<file path="src/rtl/pwm_array_pkg.sv">
// Shared constants for the multi-channel PWM generator: mode encoding and
// default sizing.
package pwm_array_pkg;

  localparam logic MODE_EDGE   = 1'b0;
  localparam logic MODE_CENTER = 1'b1;

  localparam int DEF_WIDTH    = 10;
  localparam int DEF_CHANNELS = 4;

endpackage

</file>
<file path="src/rtl/pwm_channel.sv">
// One PWM channel: active duty register, compare against the shared counter,
// polarity inversion and the registered output.
module pwm_channel
  import pwm_array_pkg::*;
#(
  parameter int WIDTH = DEF_WIDTH
) (
  input  logic             clk,
  input  logic             rst_n,
  input  logic             en,
  input  logic             xfer,
  input  logic [WIDTH-1:0] cnt,
  input  logic [WIDTH-1:0] duty_pend,
  input  logic             pol,
  output logic             pwm
);

  logic [WIDTH-1:0] duty_act;
  logic             raw_p0;

  assign raw_p0 = (cnt < duty_act);

  // stage p0 -> output flop
  always_ff @(posedge clk) begin
    if (!rst_n) begin
      duty_act <= '0;
      pwm      <= 1'b0;
    end else begin
      if (xfer) duty_act <= duty_pend;
      pwm <= en ? (raw_p0 ^ pol) : pol;
    end
  end

endmodule

</file>
<file path="src/rtl/pwm_array.sv">
// Multi-channel PWM with one shared edge/center-aligned counter and
// double-buffered period/duty registers transferred at the period boundary.
module pwm_array
  import pwm_array_pkg::*;
#(
  parameter int WIDTH    = DEF_WIDTH,
  parameter int CHANNELS = DEF_CHANNELS
) (
  input  logic                      clk,
  input  logic                      rst_n,
  input  logic                      en,
  input  logic                      mode,
  input  logic                      load,
  input  logic [WIDTH-1:0]          period_in,
  input  logic [CHANNELS*WIDTH-1:0] duty_in,
  input  logic [CHANNELS-1:0]       pol,
  output logic [CHANNELS-1:0]       pwm,
  output logic                      cycle_start
);

  localparam logic [0:0]       DIR_UP   = 1'b0;
  localparam logic [0:0]       DIR_DOWN = 1'b1;
  localparam logic [WIDTH-1:0] ONE      = {{(WIDTH-1){1'b0}}, 1'b1};

  logic [WIDTH-1:0]          cnt;
  logic [0:0]                dir;
  logic                      mode_act;
  logic [WIDTH-1:0]          period_act;
  logic [WIDTH-1:0]          period_pend;
  logic [CHANNELS*WIDTH-1:0] duty_pend;
  logic                      pend;
  logic                      boundary;
  logic                      xfer;
  logic [WIDTH-1:0]          period_eff;

  // While disabled every cycle behaves as a boundary so pending values land.
  assign boundary   = !en || (cnt == '0);
  assign xfer       = boundary && pend;
  assign period_eff = xfer ? period_pend : period_act;

  always_ff @(posedge clk) begin
    if (!rst_n) begin
      cnt         <= '0;
      dir         <= DIR_UP;
      mode_act    <= MODE_EDGE;
      period_act  <= '1;
      period_pend <= '0;
      duty_pend   <= '0;
      pend        <= 1'b0;
      cycle_start <= 1'b0;
    end else begin
      if (xfer) period_act <= period_pend;
      // A load on the boundary re-arms pend after the older values transfer.
      if (load) begin
        period_pend <= period_in;
        duty_pend   <= duty_in;
        pend        <= 1'b1;
      end else if (xfer) begin
        pend <= 1'b0;
      end
      cycle_start <= en && (cnt == '0);
      if (!en) begin
        cnt      <= '0;
        dir      <= DIR_UP;
        mode_act <= mode;
      end else if (boundary) begin
        mode_act <= mode;
        dir      <= DIR_UP;
        cnt      <= (period_eff == '0) ? '0 : ONE;
      end else if (mode_act == MODE_EDGE) begin
        cnt <= (cnt >= period_act) ? '0 : cnt + ONE;
      end else if (dir == DIR_UP) begin
        if (cnt >= period_act) begin
          cnt <= cnt - ONE;
          dir <= DIR_DOWN;
        end else begin
          cnt <= cnt + ONE;
        end
      end else begin
        cnt <= cnt - ONE;
      end
    end
  end

  for (genvar i = 0; i < CHANNELS; i++) begin : g_ch
    pwm_channel #(.WIDTH(WIDTH)) u_ch (
      .clk       (clk),
      .rst_n     (rst_n),
      .en        (en),
      .xfer      (xfer),
      .cnt       (cnt),
      .duty_pend (duty_pend[i*WIDTH +: WIDTH]),
      .pol       (pol[i]),
      .pwm       (pwm[i])
    );
  end

endmodule

</file>
<file path="config.mk">
export PLATFORM = sky130hd
export DESIGN_NAME = pwm_array
export DESIGN_NICKNAME = d
export VERILOG_FILES = /design/src/rtl/pwm_array_pkg.sv /design/src/rtl/pwm_channel.sv /design/src/rtl/pwm_array.sv
export SDC_FILE = /design/constraint.sdc
export NUM_CORES = 1
export LEC_CHECK = 0
export ABC_AREA = 1
export ABC_CLOCK_PERIOD_IN_PS = 4100
export CAP_MARGIN = 20
export CORE_MARGIN = 1
export CORE_UTILIZATION = 40
export CTS_CLUSTER_SIZE = 14
export DETAILED_ROUTE_END_ITERATION = 10
export GPL_TIMING_DRIVEN = 0
export SETUP_SLACK_MARGIN = 0.3
export SLEW_MARGIN = 20
export SYNTH_ARGS = -nofsm -noshare
export SYNTH_HDL_FRONTEND = slang
export SYNTH_SLANG_ARGS = --single-unit
</file>
<file path="constraint.sdc">
create_clock -name clk -period 4.1 [get_ports clk]
set_input_delay 0.615 -clock clk [delete_from_list [all_inputs] [get_ports clk]]
set_output_delay 0.615 -clock clk [all_outputs]
set_load 0.02 [all_outputs]
</file>
Yosys cells after proc, flatten, opt, wreduce, memory -nomap -nowiden
Index checks and enable logic that the tools add are counted.

$add $sub $neg: 2. Order comparisons: 5. Multiplexer cells: 17. Reductions and logical operators: 9. Eq/ne operators: 1. Bitwise operators: 6.

Operators with widths (number): two-way mux 10 bit (6); < comparator 10 bit (4); logical NOT 10 bit (2); two-way mux 1 bit (11); adder 10 x 1 -> 10 bit (second input constant) (1); >= comparator 10 bit (1); subtractor 10 x 1 -> 10 bit (second input constant) (1); bitwise XOR 1 bit (4); OR reduction 3 bit (1); logical AND 1 bit (2); inequality test 2 x 1 -> 1 bit (second input constant) (1); NOT 1 bit (2); AND reduction 2 bit (1); nonzero test 2 bit (1); logical NOT 1 bit (1); logical OR 1 bit (1).

Input port bits: 59. Output and inout bits: 5. Register bits after elaboration: 118. Logic and storage cells: 56.

Depth between registers and ports, before layout
Gate-level depths: netlist (run 1).

Depth after elaboration: 7. Depth in mapped cells: 15. Gate-level depth less buffers: 14.

Cells and area by module
From an unflattened synthesis (run 1), not the netlist that was laid out.

Cells, all modules: 784. Area, all modules: 5773.0 um^2.

Modules (own cells, without submodules): pwm_array (instances 1, area each 3280.6 um^2, seq. area each 1481.4 um^2, cells an instance 440); pwm_channel (instances 4, area each 623.1 um^2, seq. area each 220.2 um^2, cells an instance 86).

Least setup slack after synthesis (run 1)
No wires, ideal clock.

Kind: flip-flop to flip-flop. Start point: reg cnt[7]. End point: reg cnt[2]. Library setup time: 0.072 ns. Cell stages (with the launch flop): 10. Clock period less this slack: 1.834 ns. Data arrival time: 1.762 ns. Setup slack: 2.266 ns. Data required time: 4.028 ns. Path buffers: 0. Cells stage by stage: dfxtp_1 ha_1 a21oi_1 o21ba_2 o21ai_1 nor2_1 nand2_1 nor2_1 nand2_1 a21oi_1.

Word-level cells in the longest chain between the ends: 5. Elaborated cells between the ends (all ways): 8. Those cells by class: 1 x order compare; 5 x mux; 2 x reduce/logical.

Ends and longest elaborated chain: start, declared (RTL line pwm_array.sv:25) `logic [WIDTH-1:0] cnt;`; start signal, assigned (RTL line pwm_array.sv:69) `cnt <= (period_eff == '0) ? '0 : ONE;`; start signal, assigned (RTL line pwm_array.sv:71) `cnt <= (cnt >= period_act) ? '0 : cnt + ONE;`; start signal, assigned (RTL line pwm_array.sv:74) `cnt <= cnt - ONE;`; >= comparator 10 bit (RTL line pwm_array.sv:71, pwm_array.sv:73); two-way mux 10 bit (RTL line pwm_array.sv:73) `if (cnt >= period_act) begin`; two-way mux 10 bit (RTL line pwm_array.sv:72) `end else if (dir == DIR_UP) begin`; two-way mux 10 bit (RTL line pwm_array.sv:70) `end else if (mode_act == MODE_EDGE) begin`; two-way mux 10 bit * (RTL line pwm_array.sv:66) `end else if (boundary) begin`.

Mark *: on every way between the ends. The rest lies on a longest branch, timed or not. A chain may end at the register's enable or synchronous reset.

Worst setup path in the final report (run 1)
Start point: reg cnt[4]. End point: reg cnt[8].

Word-level cells in the longest chain between the ends: 5. Elaborated cells between the ends (all ways): 10. Those cells by class: 2 x add/sub; 1 x order compare; 5 x mux; 2 x reduce/logical.

Ends and longest elaborated chain (RTL line): adder 10 x 1 -> 10 bit (tied with other cells) (pwm_array.sv:71, pwm_array.sv:77); two-way mux 10 bit (pwm_array.sv:73); two-way mux 10 bit (pwm_array.sv:72); two-way mux 10 bit (pwm_array.sv:70); two-way mux 10 bit * (pwm_array.sv:66).

Marked as above.

==> results of run 1 <==
==> cells in the mapped netlist, drive strengths merged <==
library cell	n
nor2	130
dfxtp	118
o21ai	100
nand2	97
inv	79
a21oi	71
ha	48
nand3	27
clkbuf	22
buf	17
xor2	14
nand3b	6
nand4	6
nor3	5
a211oi	4
a21boi	4
o211ai	4
a31oi	1
clkinv	1
o21ba	1
o21bai	1
or2	1
xnor2	1
==> worst max-delay path, delay by kind of cell (launching register included) <==
family          cells  cell delay, ns
simple gates        7            1.10
compound gates      2            0.24
flops               1            0.74
fa+ha+maj           1            0.36
==> cell families (layout without fill, tap and decap cells) <==
logic type	count (synthesis)	after routing	synth area share, %
AND/OR/NAND/NOR	272	272	20.1
XOR/XNOR	15	15	2.29
adder cells (fa/ha/maj)	48	48	10.4
buffers and inverters	119	211	9.12
AO/OA/AOI/OAI	186	186	16.9
flip-flops	118	118	41.1
==> power groups by stage <==
stage	clock, mW	combinational [mW]	sequential [mW]
floorplan	0	0.219	1.26
global placement	0	0.337	1.27
detailed placement	0	0.347	1.27
CTS	1.48	0.350	1.25
global route	1.52	0.395	1.26
finish	1.45	0.347	1.25
==> worst paths after layout <==
check	end	slack, ns	depth (start not counted)
worst max-delay path	cnt[8]	1.57	10
worst min-delay path	g_ch[2].u_ch.duty_act[5]	0.46	2
worst max register to register	cnt[8]	1.57	10
worst min register to register	g_ch[2].u_ch.duty_act[5]	0.46	2
==> registers in the layout, summed over array words and instances (netlist names) <==
signal / flops
g_ch.u_ch.pwm: 4
pend: 1
g_ch.u_ch.duty_act: 40
mode_act: 1
period_pend: 10
dir: 1
cycle_start: 1
period_act: 10
cnt: 10
duty_pend: 40
==> per-stage QoR <==
step           hold slack (ns)  std cells  util [%]
3_3_place_gp             0.445        998      47.2
5_1_grt                  0.475       1030      51.3
3_5_place_dp             0.451        998      47.2
2_1_floorplan            0.433        758         -
6_report                 0.455       1030      51.3
4_1_cts                  0.459       1030      51.3
==> cell type report <==
class | instances | area, µm² | area share [%]
clock buffers | 23 | 478 | 6.68
clock inverters | 9 | 100 | 1.40
repair buffers | 60 | 601 | 8.40
inverters | 80 | 300 | 4.20
well taps | 180 | 225 | 3.15
plain buffers | 39 | 224 | 3.13
flip-flops and latches | 118 | 2360 | 33.0
multi-input cells | 521 | 2860 | 40.0
==> placed cells by master, fill, tap and decap left out, drive strengths merged <==
cell           Yosys  layout
xor2              14      14
clkinvlp           0       2
a21boi             4       4
o21ai            100     100
clkinv             1       6
nand2             97      97
a21oi             71      71
inv               79      79
o211ai             4       4
xnor2              1       1
a211oi             4       4
nor3               5       5
bufinv             0       2
nand3             27      27
nor2             130     130
nand4              6       6
o21bai             1       1
buf               17      17
o21ba              1       1
ha                48      48
nand3b             6       6
or2                1       1
clkbuf            22      45
a31oi              1       1
clkdlybuf4s50      0      60
dfxtp            118     118
==> metal layers <==
layer,up-vias,global-route usage (%)
li1,2645,-
met1,2395,26.4
met2,124,37.6
met3,25,5.24
met4,0,9.18
met5,-,0
==> run_results.csv, run 1 <==
group,metric,value,unit
layout,diodes,0,
critical_path,startpoint,"cnt[4]",
sta,fin_crit,2.53,ns
drt,vias,5189,
clock_network,cts_buffers,17,
power,p_per_area,426,mW/mm²
placed_design,place_congestion,0.865,
synthesis,ys_warn_count,0,
power,combPwrFrac,11.4,%
sta,rsz0062_at_grt,"no",
critical_path,worstPathCellList,"ha_1 -> nand2_1 -> nor2_1 -> nand3_1 -> o21ai_1 -> nor2_1 -> nand2_1 -> nor2_1 -> nand2_1 -> a21oi_1",
outcome,outcome,"finished clean",
layout,syn2layout_area_growth,24.4,%
worst_hold_path,min-delay-start,"g_ch[2].u_ch.duty_act[5]",
grt,grt_pass1_wl,24500,µm
critical_path,critical_path_class,"reg2reg",
layout,layout.nets,944,
synthesis,syn_area,0.00575,mm²
drt,wl_per_cell,14.8,µm
sta,relSlewSlack,55.6,%
sta,max_freq,395,MHz
drt,post-route-drc-count,0,
clock_network,clock-sinks,118,
die,dieWidth,122,µm
sta,tightest_slew,0.664,ns
critical_path,reg2reg_from,"cnt[4]",
grt,antenna_found_initial,0,
drt,detail_route.iter0.violations,222,
power,power.share.sequential,41.0,%
synthesis,syn-num-nets,865,
die,core,0.0139,mm²
power,ir_worst_vdd,0.242,mV
grt,grt_pass1_vias,4928,
clock_network,cts_hold_buffers,0,
grt,grtUsageTotal,22.0,%
drt,wl_met3,742,µm
layout,n_fill_cell,1385,
critical_path,startpoint_type,"flop",
placed_design,pre_cts_slack,1.61,ns
clock_network,post_cts.repair.setup_buffers,0,
critical_path,crit_path_max_incr_delay,0.74,ns
power,switching_share,24.3,%
clock_network,clk_path_buf_depth,2,
placed_design,dp.final_hpwl,10900,µm
critical_path,endpoint_kind,"flop",
clock_network,cts.clk_slew.worst_paths,0.05,ns
synthesis,synth_top_area_share,41.1,%
power,p_switching,0.740,mW
critical_path,slowest_stage,"dfxtp_1",
run,drv_cap,0,
drt,dr.pass1.iters,5,
synthesis,yosys-top-cells-area,"dfxtp_1, ha_1, nor2_1",
sta,finalSetupViolCount,0,
layout,final_area,0.00715,mm²
power,p_leak,3.19,nW
sta,drv_slew,0,
die,rows,43,
die,ios,64,
power,pwr-share-clk,47.7,%
synthesis,ys_seq_area_share,41.1,%
synthesis,syn_inst,758,
placed_design,io_buffers,60,
grt,grt_start_max_net_pins,17,
synthesis,avgSynthCellArea,7.58,µm²
sta,clock-skew-final,0.00649,ns
critical_path,critical_path.max_fanout,8,
sta,hold_violations,0,
synthesis,ys_ff_latch,118,
critical_path,arrival,2.86,ns
drt,met2_length,7370,µm
drt,antenna_left,0,
grt,overflow,0,
sta,finalSetupTns,0,ns
synthesis,synth_cell_types,34,
power,internal_power,2.31,mW
clock_network,tritoncts,"built",
die,fp.dieArea,0.0149,mm²
worst_hold_path,min_path_type,"reg2reg",
die,initial_core_util,41.2,%
drt,wl,15200,µm
drt,wl_met1,6730,µm
sta,post-route-period-util,61.7,%
synthesis,synth_top_cell_by_area,"dfxtp_1",
clock_network,ctsResizeCount,0,
placed_design,dpl_cell_area,0.00657,mm²
die,die_y,122,µm
drt,routed.top_layer,"met4",
clock_network,worstSkewPairLatency,0.41,ns
drt,via_per_inst,5.04,
clock_network,htree_levels,4,
clock_network,cts_root_buf,"clkbuf_16",
layout,layout-drive-gt1-share,7.41,%
sta,layout_setup_ws,1.57,ns
critical_path,required,4.43,ns
power,total_power,3.05,mW
Note: power is estimated with default switching activity, not from simulation.
==> run 2, diff against run 1 <==
Settings changed: ABC_CLOCK_PERIOD_IN_PS 4100 to 2450.
Clock period 4.1 ns to 2.45 ns, I/O delays scaled along.
==> run_results.csv, run 2 (synthesis results as in run 1) <==
group,metric,value,unit
outcome,outcome,"finished clean",
critical_path,path_buf_inv,3,
layout,layout.nets,945,
layout,layout-drive-gt1-share,9.05,%
clock_network,cts_root_buf,"clkbuf_16",
drt,vias,5186,
layout,diodes,0,
grt,grtUsageTotal,22.1,%
sta,drv_slew,0,
critical_path,worstPathCellList,"inv_4 -> ha_1 -> nand2_2 -> nor2_4 -> nand3_4 -> nand2_4 -> nand2_4 -> buf_6 -> nand2_4 -> nand3_2 -> nor2_1 -> nand3_1 -> nand2_1 -> inv_1",
worst_hold_path,min_path_type,"in2reg",
placed_design,io_buffers,60,
die,rows,43,
die,fp.dieArea,0.0149,mm²
critical_path,critical_path.max_fanout,10,
sta,rsz0062_at_grt,"no",
critical_path,crit_path_frequent_cell,"nand2_4",
clock_network,clk_path_buf_depth,2,
grt,grt_pass1_wl,24500,µm
clock_network,cts.clk_slew.worst_paths,0.05,ns
die,ios,64,
sta,finalSetupViolCount,0,
layout,syn2layout_area_growth,25.2,%
clock_network,clock-sinks,118,
critical_path,required,2.76,ns
clock_network,tritoncts,"built",
placed_design,place_congestion,0.865,
layout,mostFrequentLayoutCell,"nor2_1",
die,initial_core_util,41.2,%
sta,clock-skew-final,0.00623,ns
sta,fin_crit,1.99,ns
critical_path,arrival,2.30,ns
grt,overflow,0,
layout,reg_top3,"duty_pend (40), g_ch.u_ch.duty_act (40)",
power,ir_worst_vdd,0.409,mV
critical_path,endpoint_kind,"flop",
critical_path,startpoint_type,"flop",
layout,fin_util,51.6,%
drt,wl_per_cell,14.8,µm
sta,post-route-period-util,81.1,%
drt,antenna_left,0,
die,core,0.0139,mm²
grt,antenna_found_initial,0,
critical_path,slowest_stage,"dfxtp_2",
run,drv_cap,0,
drt,detail_route.iter0.violations,246,
sta,max_freq,503,MHz
critical_path,critical_path_class,"reg2reg",
drt,via_per_inst,5.03,
sta,holdWs,0.295,ns
grt,grt_start_max_net_pins,17,
layout,layout_common_cells,"nor2_1, dfxtp_1, o21ai_0, nand2_1, inv_1",
layout,n_fill_cell,1384,
grt,grt_pass1_vias,4934,
clock_network,cts_buffers,17,
drt,dr.pass1.iters,5,
critical_path,crit_path_max_incr_delay,0.34,ns
drt,wl,15200,µm
critical_path,crit_family,"simple AND/OR/NAND/NOR gates",
sta,relSlewSlack,61.0,%
power,p_leak,3.21,nW
sta,hold_violations,0,
die,dieWidth,122,µm
clock_network,worstSkewPairLatency,0.41,ns
power,p_per_area,710,mW/mm²
clock_network,htree_levels,4,
placed_design,dp.final_hpwl,10900,µm
drt,post-route-drc-count,0,
sta,tightest_slew,0.585,ns
die,die_y,122,µm
-- run 2: cell count changes in the layout (fill, tap and decap cells not counted), sizes merged --
cell    previous run  this run
buf               17        18
clkinv             6         5
inv               79        80
-- run 2: worst paths after layout --
| kind | startpoint | end | slack, ns | cells after the start |
|---|---|---|---|---|
| worst max-delay path | cnt[0] | cnt[0] | 0.46 | 14 |
| worst min-delay path | en | g_ch[0].u_ch.pwm | 0.29 | 3 |
| worst max register to register | cnt[0] | cnt[0] | 0.46 | 14 |
| worst min register to register | g_ch[2].u_ch.duty_act[5] | g_ch[2].u_ch.duty_act[5] | 0.46 | 2 |
-- run 2: per-stage QoR --
step	setup WS (ns)	instances	instance area (µm²)	TNS (ns)	power, mW
after global placement	0.0520	998	6570	0	2.69
final	0.462	1031	7190	0	5.11
after floorplan	0.616	758	5750	0	2.48
after global routing	0.304	1031	7190	0	5.31
after CTS	0.344	1030	7160	0	5.15
after detailed placement	-0.0382	998	6570	-0.152	2.71
-- run 2: area by class of cell --
type	instances	area, µm²	share of cell area, %
inverter	80	303	4.21
tap	180	225	3.13
buffer	39	224	3.11
clock buffer	23	478	6.64
timing repair buffer	61	608	8.45
clock inverter	9	100	1.39
sequential	118	2390	33.2
multi-input combinational	521	2870	39.9
-- run 2: per-layer routing --
metal	GRT usage, %	vias up	routed length (µm)
met5	0	-	0
li1	-	2651	-
met4	9.18	0	336
met2	37.7	109	7380
met1	26.4	2402	6810
met3	5.24	24	689
-- run 2: timing repair --
action,4_1_cts,5_1_grt
hold buffers,0,0
gates resized for setup,10,10
endpoints found under the setup margin,10,12
pin swaps,0,1
gates cloned,0,0
setup buffers,0,1
-- run 2: tightest hold or removal path: cells and delay by family --
family          cells  cell delay [ns]
simple gates        1             0.07
buf+inv             1             0.16
compound gates      1             0.05
-- run 2: report_power, final --
| group | internal (mW) | switching [mW] | total, mW |
|---|---|---|---|
| Sequential | 2.04 | 0.0463 | 2.09 |
| Combinational | 0.255 | 0.327 | 0.582 |
| Clock | 1.57 | 0.874 | 2.44 |
==> RTL change 1, RTL diff (flow settings as in run 2) <==
Add an input register stage for `en`, `mode`, `load`, `period_in`, `duty_in` and `pol`, cleared by the reset; this delays them by one clock.
--- a/src/rtl/pwm_array.sv
+++ b/src/rtl/pwm_array.sv
@@ -22,6 +22,31 @@
   localparam logic [0:0]       DIR_DOWN = 1'b1;
   localparam logic [WIDTH-1:0] ONE      = {{(WIDTH-1){1'b0}}, 1'b1};
 
+  logic en_q;
+  logic mode_q;
+  logic load_q;
+  logic [WIDTH-1:0] period_q;
+  logic [CHANNELS*WIDTH-1:0] duty_q;
+  logic [CHANNELS-1:0] pol_q;
+
+  always_ff @(posedge clk) begin
+    if (!rst_n) begin
+      en_q     <= '0;
+      mode_q   <= '0;
+      load_q   <= '0;
+      period_q <= '0;
+      duty_q   <= '0;
+      pol_q    <= '0;
+    end else begin
+      en_q     <= en;
+      mode_q   <= mode;
+      load_q   <= load;
+      period_q <= period_in;
+      duty_q   <= duty_in;
+      pol_q    <= pol;
+    end
+  end
+
   logic [WIDTH-1:0]          cnt;
   logic [0:0]                dir;
   logic                      mode_act;
@@ -34,7 +59,7 @@
   logic [WIDTH-1:0]          period_eff;
 
   // While disabled every cycle behaves as a boundary so pending values land.
-  assign boundary   = !en || (cnt == '0);
+  assign boundary   = !en_q || (cnt == '0);
   assign xfer       = boundary && pend;
   assign period_eff = xfer ? period_pend : period_act;
 
@@ -51,20 +76,20 @@
     end else begin
       if (xfer) period_act <= period_pend;
       // A load on the boundary re-arms pend after the older values transfer.
-      if (load) begin
-        period_pend <= period_in;
-        duty_pend   <= duty_in;
+      if (load_q) begin
+        period_pend <= period_q;
+        duty_pend   <= duty_q;
         pend        <= 1'b1;
       end else if (xfer) begin
         pend <= 1'b0;
       end
-      cycle_start <= en && (cnt == '0);
-      if (!en) begin
+      cycle_start <= en_q && (cnt == '0);
+      if (!en_q) begin
         cnt      <= '0;
         dir      <= DIR_UP;
-        mode_act <= mode;
+        mode_act <= mode_q;
       end else if (boundary) begin
-        mode_act <= mode;
+        mode_act <= mode_q;
         dir      <= DIR_UP;
         cnt      <= (period_eff == '0) ? '0 : ONE;
       end else if (mode_act == MODE_EDGE) begin
@@ -86,11 +111,11 @@
     pwm_channel #(.WIDTH(WIDTH)) u_ch (
       .clk       (clk),
       .rst_n     (rst_n),
-      .en        (en),
+      .en        (en_q),
       .xfer      (xfer),
       .cnt       (cnt),
       .duty_pend (duty_pend[i*WIDTH +: WIDTH]),
-      .pol       (pol[i]),
+      .pol       (pol_q[i]),
       .pwm       (pwm[i])
     );
   end
Function: changed (a bounded check fails within 4 cycles, from zero or initial values and one cycle with rst_n low).
==> RTL change 1 against run 2 <==
- critical path depth down 9
- clock power up 17%
- non-clock buffer count up 7
- worst hold slack better by 0.16 ns
- synthesized area up 27%
- sequential cell count up 57
- routed wire length up 6.8%
- clock skew up 0.0016 ns
- final area up 24%
- synthesized cell count up 24%
- power up 26%
- utilization down 2.1 points
- worst setup slack better by 0.00068 ns
==> RTL change 1: results (changes against run 2) <==
- Number of buffers inserted by post-CTS setup repair: 0 (unchanged)
- Largest registers in the final layout: duty_pend x40, duty_q x40, g_ch.u_ch.duty_act x40
- The via density per instance is 4.62 (-8.2%).
- Starting DRT DRC Count: 295 (+20%)
- The clock skew after layout was 0.00788 ns (+0.00164 ns).
- Detailed-routing wirelength on met1: 8010 um (+18%)
* Vias in the first global route: 5598 (+13%)
* Data arrival time of the worst path: 2.35 ns (+0.05 ns)
- Detailed-router iteration count before antenna repair: 4 (-1)
- The weighted congestion reported at the end of routability-driven placement was 0.805 (-6.9%).
- Leakage dissipation: 4.29 nW (+34%)
* TritonCTS Buffers: 17 (unchanged)
- The minimum setup slack after placement came to -0.128 ns (-0.0900 ns).
* Largest cells by area after synthesis: sky130_fd_sc_hd__dfxtp_1 48%, sky130_fd_sc_hd__ha_1 8.2%, sky130_fd_sc_hd__nand2_1 7.8%
* Fraction of registers with async set or reset after synthesis: 0 (unchanged)
- Net Count, Synth: 1044 (+21%)
* Share of layout cells above drive strength 1: 0.0707 (-0.0197)
* Class of the tightest hold or removal check: flip-flop to flip-flop
* Wire length on met2: 7580 um (+2.7%)
- The number of distinct standard cells referenced by the synthesized netlist is 33 (-2.9%).
- Total number of clock tree sinks: 175 (+48%)
- The net count of the finished layout came to 1126 (+19%).
* Port Buffer Count: 63 (+5.0%)
- HPWL after detailed placement: 11700 um (+7.4%)
- Max VDD drop: 491 uV (+20%)
- The wire length on met3 is 519 um (-25%).
* Most common library cells after synthesis: 175 x sky130_fd_sc_hd__dfxtp_1, 151 x sky130_fd_sc_hd__nand2_1, 133 x sky130_fd_sc_hd__nor2_1
- Worst-path fanout max: 10 (unchanged)
- The global-route wire length before repair is 27100 um (+10%).
- After clock tree synthesis, the clock-pin slew on the worst setup and hold paths is 0.06 ns.
- The global-route usage over all layers came to 0.190 (-0.0309).
* Fillers: 1804 (+30%)
- The part of the Yosys area used for sequential elements came to 0.479 (+0.0684).
* Sw Share: 0.224 (-0.0204)
- The pin slew with the least headroom to its limit was 0.680 ns (+0.0950 ns).
- The run finished with clean final reports.
* Routed wire length per instance: 12.9 um (-13%)
- Clock root cell: sky130_fd_sc_hd__clkbuf_16
-- RTL change 1: changes by cell type in the layout (fill, tap and decap cells not counted), sizes merged, moves of 5 or more --
cell	run 2	this run
clkinv	5	0
nor2	130	136
nand2	97	159
buf	18	13
dfxtp	118	175
inv	80	136
clkbuf	45	55
-- RTL change 1: area by class of cell --
cell class                      instances  share of cell area
Buffer                                 44              0.0255
Clock buffer                           24              0.0531
Clock inverter                          8              0.0172
Multi-Input combinational cell        583               0.347
Inverter                              135              0.0577
Tap cell                              229              0.0322
Timing Repair Buffer                   63              0.0709
Sequential cell                       175               0.397
-- RTL change 1: cells by family after synthesis --
logic type | share of synthesized area
adder cells (fa/ha/maj) | 0.0822
flip-flops | 0.479
buffers and inverters | 0.0996
AO/OA/AOI/OAI | 0.132
XOR/XNOR | 0.0156
AND/OR/NAND/NOR | 0.191
-- RTL change 1: path summary, 6_finish.rpt --
check / start / to / slack [ns] / cells after the start
hold reg to reg: duty_q[38] / duty_pend[38] / 0.45 / 2
hold / removal: duty_q[38] / duty_pend[38] / 0.45 / 2
setup / recovery: rst_n / pol_q[1] / 0.46 / 5
setup reg to reg: cnt[9] / cnt[5] / 0.47 / 10
-- RTL change 1: worst max-delay path, cell delays in order --
cell                              delay (ns)
sky130_fd_sc_hd__clkdlybuf4s50_1        0.70
sky130_fd_sc_hd__clkbuf_1               0.57
sky130_fd_sc_hd__clkbuf_1               0.51
sky130_fd_sc_hd__nand2_1                0.12
sky130_fd_sc_hd__inv_1                  0.08
-- RTL change 1: timing repair --
| item | CTS | global route |
|---|---|---|
| pin swaps | 0 | 0 |
| resized for setup | 12 | 11 |
| setup endpoints to repair | 31 | 60 |
-- RTL change 1: per-layer routing --
layer / vias up / track usage
met4: 0 / 0.0745
met2: 75 / 0.308
met1: 2614 / 0.251
met5: - / 0
li1: 3123 / -
met3: 10 / 0.0309
-- RTL change 1: per-stage QoR --
step	instance area (um^2)	power, mW	hold slack [ns]	utilization	std cells
floorplan	7310	3.44	0.431	-	937
global placement	8230	3.65	0.437	0.458	1229
detailed placement	8230	3.66	0.441	0.458	1229
CTS	8860	6.51	0.456	0.493	1261
global route	8890	6.73	0.471	0.495	1261
finish	8890	6.45	0.452	0.495	1261
-- RTL change 1: power groups by stage --
stage / Clock, mW / Sequential, mW / Combinational [mW]
2_1_floorplan: 0 / 3.10 / 0.342
3_3_place_gp: 0 / 3.11 / 0.536
3_5_place_dp: 0 / 3.12 / 0.545
4_1_cts: 2.91 / 3.05 / 0.549
5_1_grt: 3.03 / 3.06 / 0.629
6_report: 2.86 / 3.05 / 0.543
==> RTL change 2, RTL diff (settings of run 2) <==
Without the edit above. `DEF_WIDTH`: 10 -> 14.
--- a/src/rtl/pwm_array_pkg.sv
+++ b/src/rtl/pwm_array_pkg.sv
@@ -5,7 +5,7 @@
   localparam logic MODE_EDGE   = 1'b0;
   localparam logic MODE_CENTER = 1'b1;
 
-  localparam int DEF_WIDTH    = 10;
+  localparam int DEF_WIDTH    = 14;
   localparam int DEF_CHANNELS = 4;
 
 endpackage
Ports: changed (resized duty_in and period_in); port bits go from 64 to 84. No check against the original RTL was run, so the function may have changed too.
==> RTL change 2 against run 2 <==
- largest power group is now sequential cells
- synthesized cell count grew 38%
- power grew 23%
- synthesized area grew 37%
- final area grew 38%
- count of clock-buffer cells in the layout shrank 3
- sequential cell count grew 44
- routed wire length grew 40%
- worst hold slack gained 0.15 ns
- worst setup slack lost 0.059 ns
==> RTL change 2: results (changes against run 2) <==
* Result of the run: complete, no violations
- By area the synthesized netlist is led by sky130_fd_sc_hd__dfxtp_1 41%, sky130_fd_sc_hd__ha_1 11%, sky130_fd_sc_hd__nor2_1 8.9%.
- Vias in the first global route: 6497 (+32%)
- The via density per instance came to 4.94 (-1.8%).
- Worst reg2reg path startpoint: cnt[10]
* Later-pin clock latency in the skew report: 0.44 ns (+0.03 ns)
- Class of the tightest hold or removal check: flip-flop to flip-flop
- Max VDD drop: 446 uV (+8.9%)
- Post-placement setup slack: -0.106 ns (-0.0675 ns)
- The xor/xnor cell area share of the yosys netlist is 0.0178 (-0.00501).
- Post-synthesis sequential area ratio: 0.413 (+0.00197)
* Fin nets: 1314 (+39%)
* Share of the synthesized area in compound gates (AO/OA/AOI/OAI): 0.172 (+0.00223)
- Worst hold path startpoint: g_ch[2].u_ch.duty_act[0]
* Overall Global Routing Usage: 0.220 (-0.000367)
- Clock period minus worst slack: 2.05 ns (+0.0585 ns)
- The placed wire-length estimate was 14800 um (+35%).
- The count of input and output buffers was 83 (+38%).
* Least-Margin Pin Slew: 0.653 ns (+0.0678 ns)
- The violation count after the first detailed-routing iteration was 302 (+23%).
* Most common library cells after synthesis: 186 x sky130_fd_sc_hd__nor2_1, 162 x sky130_fd_sc_hd__dfxtp_1, 135 x sky130_fd_sc_hd__o21ai_0
- The global-route wire length before repair was 33700 um (+37%).
- The highest net fanout along the worst path came to 9 (-1).
* Share of layout cells above drive strength 1: 0.0983 (+0.00782)
* Total routed wirelength: 21300 um (+40%)
- Largest registers in the final layout: duty_pend x56, g_ch.u_ch.duty_act x56
- Clock Skews: 0.00903 ns (+0.00279 ns)
- The post-synthesis net count came to 1190 (+38%).
## RTL change 2: changes by cell type after synthesis, moves of 31 or more
cell	run 2	this run
sky130_fd_sc_hd__nor2_1	128	186
sky130_fd_sc_hd__dfxtp_1	118	162
sky130_fd_sc_hd__o21ai_0	93	135
sky130_fd_sc_hd__nand2_1	92	127
sky130_fd_sc_hd__inv_1	73	104
## RTL change 2: stage by stage
stage,instance area [um^2],std cells,setup TNS (ns),hold WS [ns],power (mW)
after floorplan,7850,1043,0,0.420,3.38
after global placement,9010,1386,-0.960,0.434,3.68
after detailed placement,9010,1386,-0.958,0.433,3.69
after CTS,9660,1420,0,0.443,6.31
after global routing,9950,1440,0,0.469,6.56
final,9950,1440,0,0.444,6.28
## RTL change 2: layout make-up
class | count | area share
repair buffers | 105 | 0.104
flip-flops and latches | 162 | 0.330
multi-input cells | 721 | 0.407
clock inverters | 12 | 0.0122
plain buffers | 55 | 0.0287
inverters | 105 | 0.0400
well taps | 260 | 0.0327
clock buffers | 20 | 0.0459
## RTL change 2: per-layer routing
metal  share of wire  GRT usage  vias to the layer above  routed length [um]
met1            0.47      0.292                     3247               10100
met4           0.021     0.0860                        0                 437
met3           0.052     0.0373                       32                1120
met2            0.45      0.356                      167                9650
li1                -          -                     3667                   -
met5               0          0                        -                   0
## RTL change 2: path summary, 6_finish.rpt
kind                                    to  depth (start not counted)
setup / recovery                   cnt[10]                         10
setup reg to reg                   cnt[10]                         10
hold / removal    g_ch[2].u_ch.duty_act[0]                          2
hold reg to reg   g_ch[2].u_ch.duty_act[0]                          2
## RTL change 2: cells by family (layout without fill, tap and decap cells)
kind of cell,after synthesis,count (layout)
flip-flops,162,162
XOR/XNOR,16,16
AND/OR/NAND/NOR,381,381
adder cells (fa/ha/maj),68,68
AO/OA/AOI/OAI,256,256
buffers and inverters,160,297
## RTL change 2: what timing repair did
item,in CTS,in global routing
cloned,0,2
hold buffers,0,0
pin swaps,1,9
resized for setup,27,30
setup endpoints to repair,71,51
setup buffers,2,18
## RTL change 2: critical path, cell delays in order, from the launching register on
cell and delay (ns):
sky130_fd_sc_hd__dfxtp_2 0.54, sky130_fd_sc_hd__ha_1 0.29, sky130_fd_sc_hd__nand2_1 0.09, sky130_fd_sc_hd__nor2_1 0.05
sky130_fd_sc_hd__a21oi_1 0.16, sky130_fd_sc_hd__nand2_2 0.11, sky130_fd_sc_hd__or2_4 0.24, sky130_fd_sc_hd__buf_6 0.14
sky130_fd_sc_hd__clkbuf_16 0.16, sky130_fd_sc_hd__nand3_1 0.06, sky130_fd_sc_hd__a21oi_1 0.08
## RTL change 2: report_power, final
part	total, mW	internal [mW]	switching [mW]
Clock	2.63	1.47	1.16
Combinational	0.799	0.355	0.445
Sequential	2.85	2.79	0.0627
Total	6.28	4.62	1.66
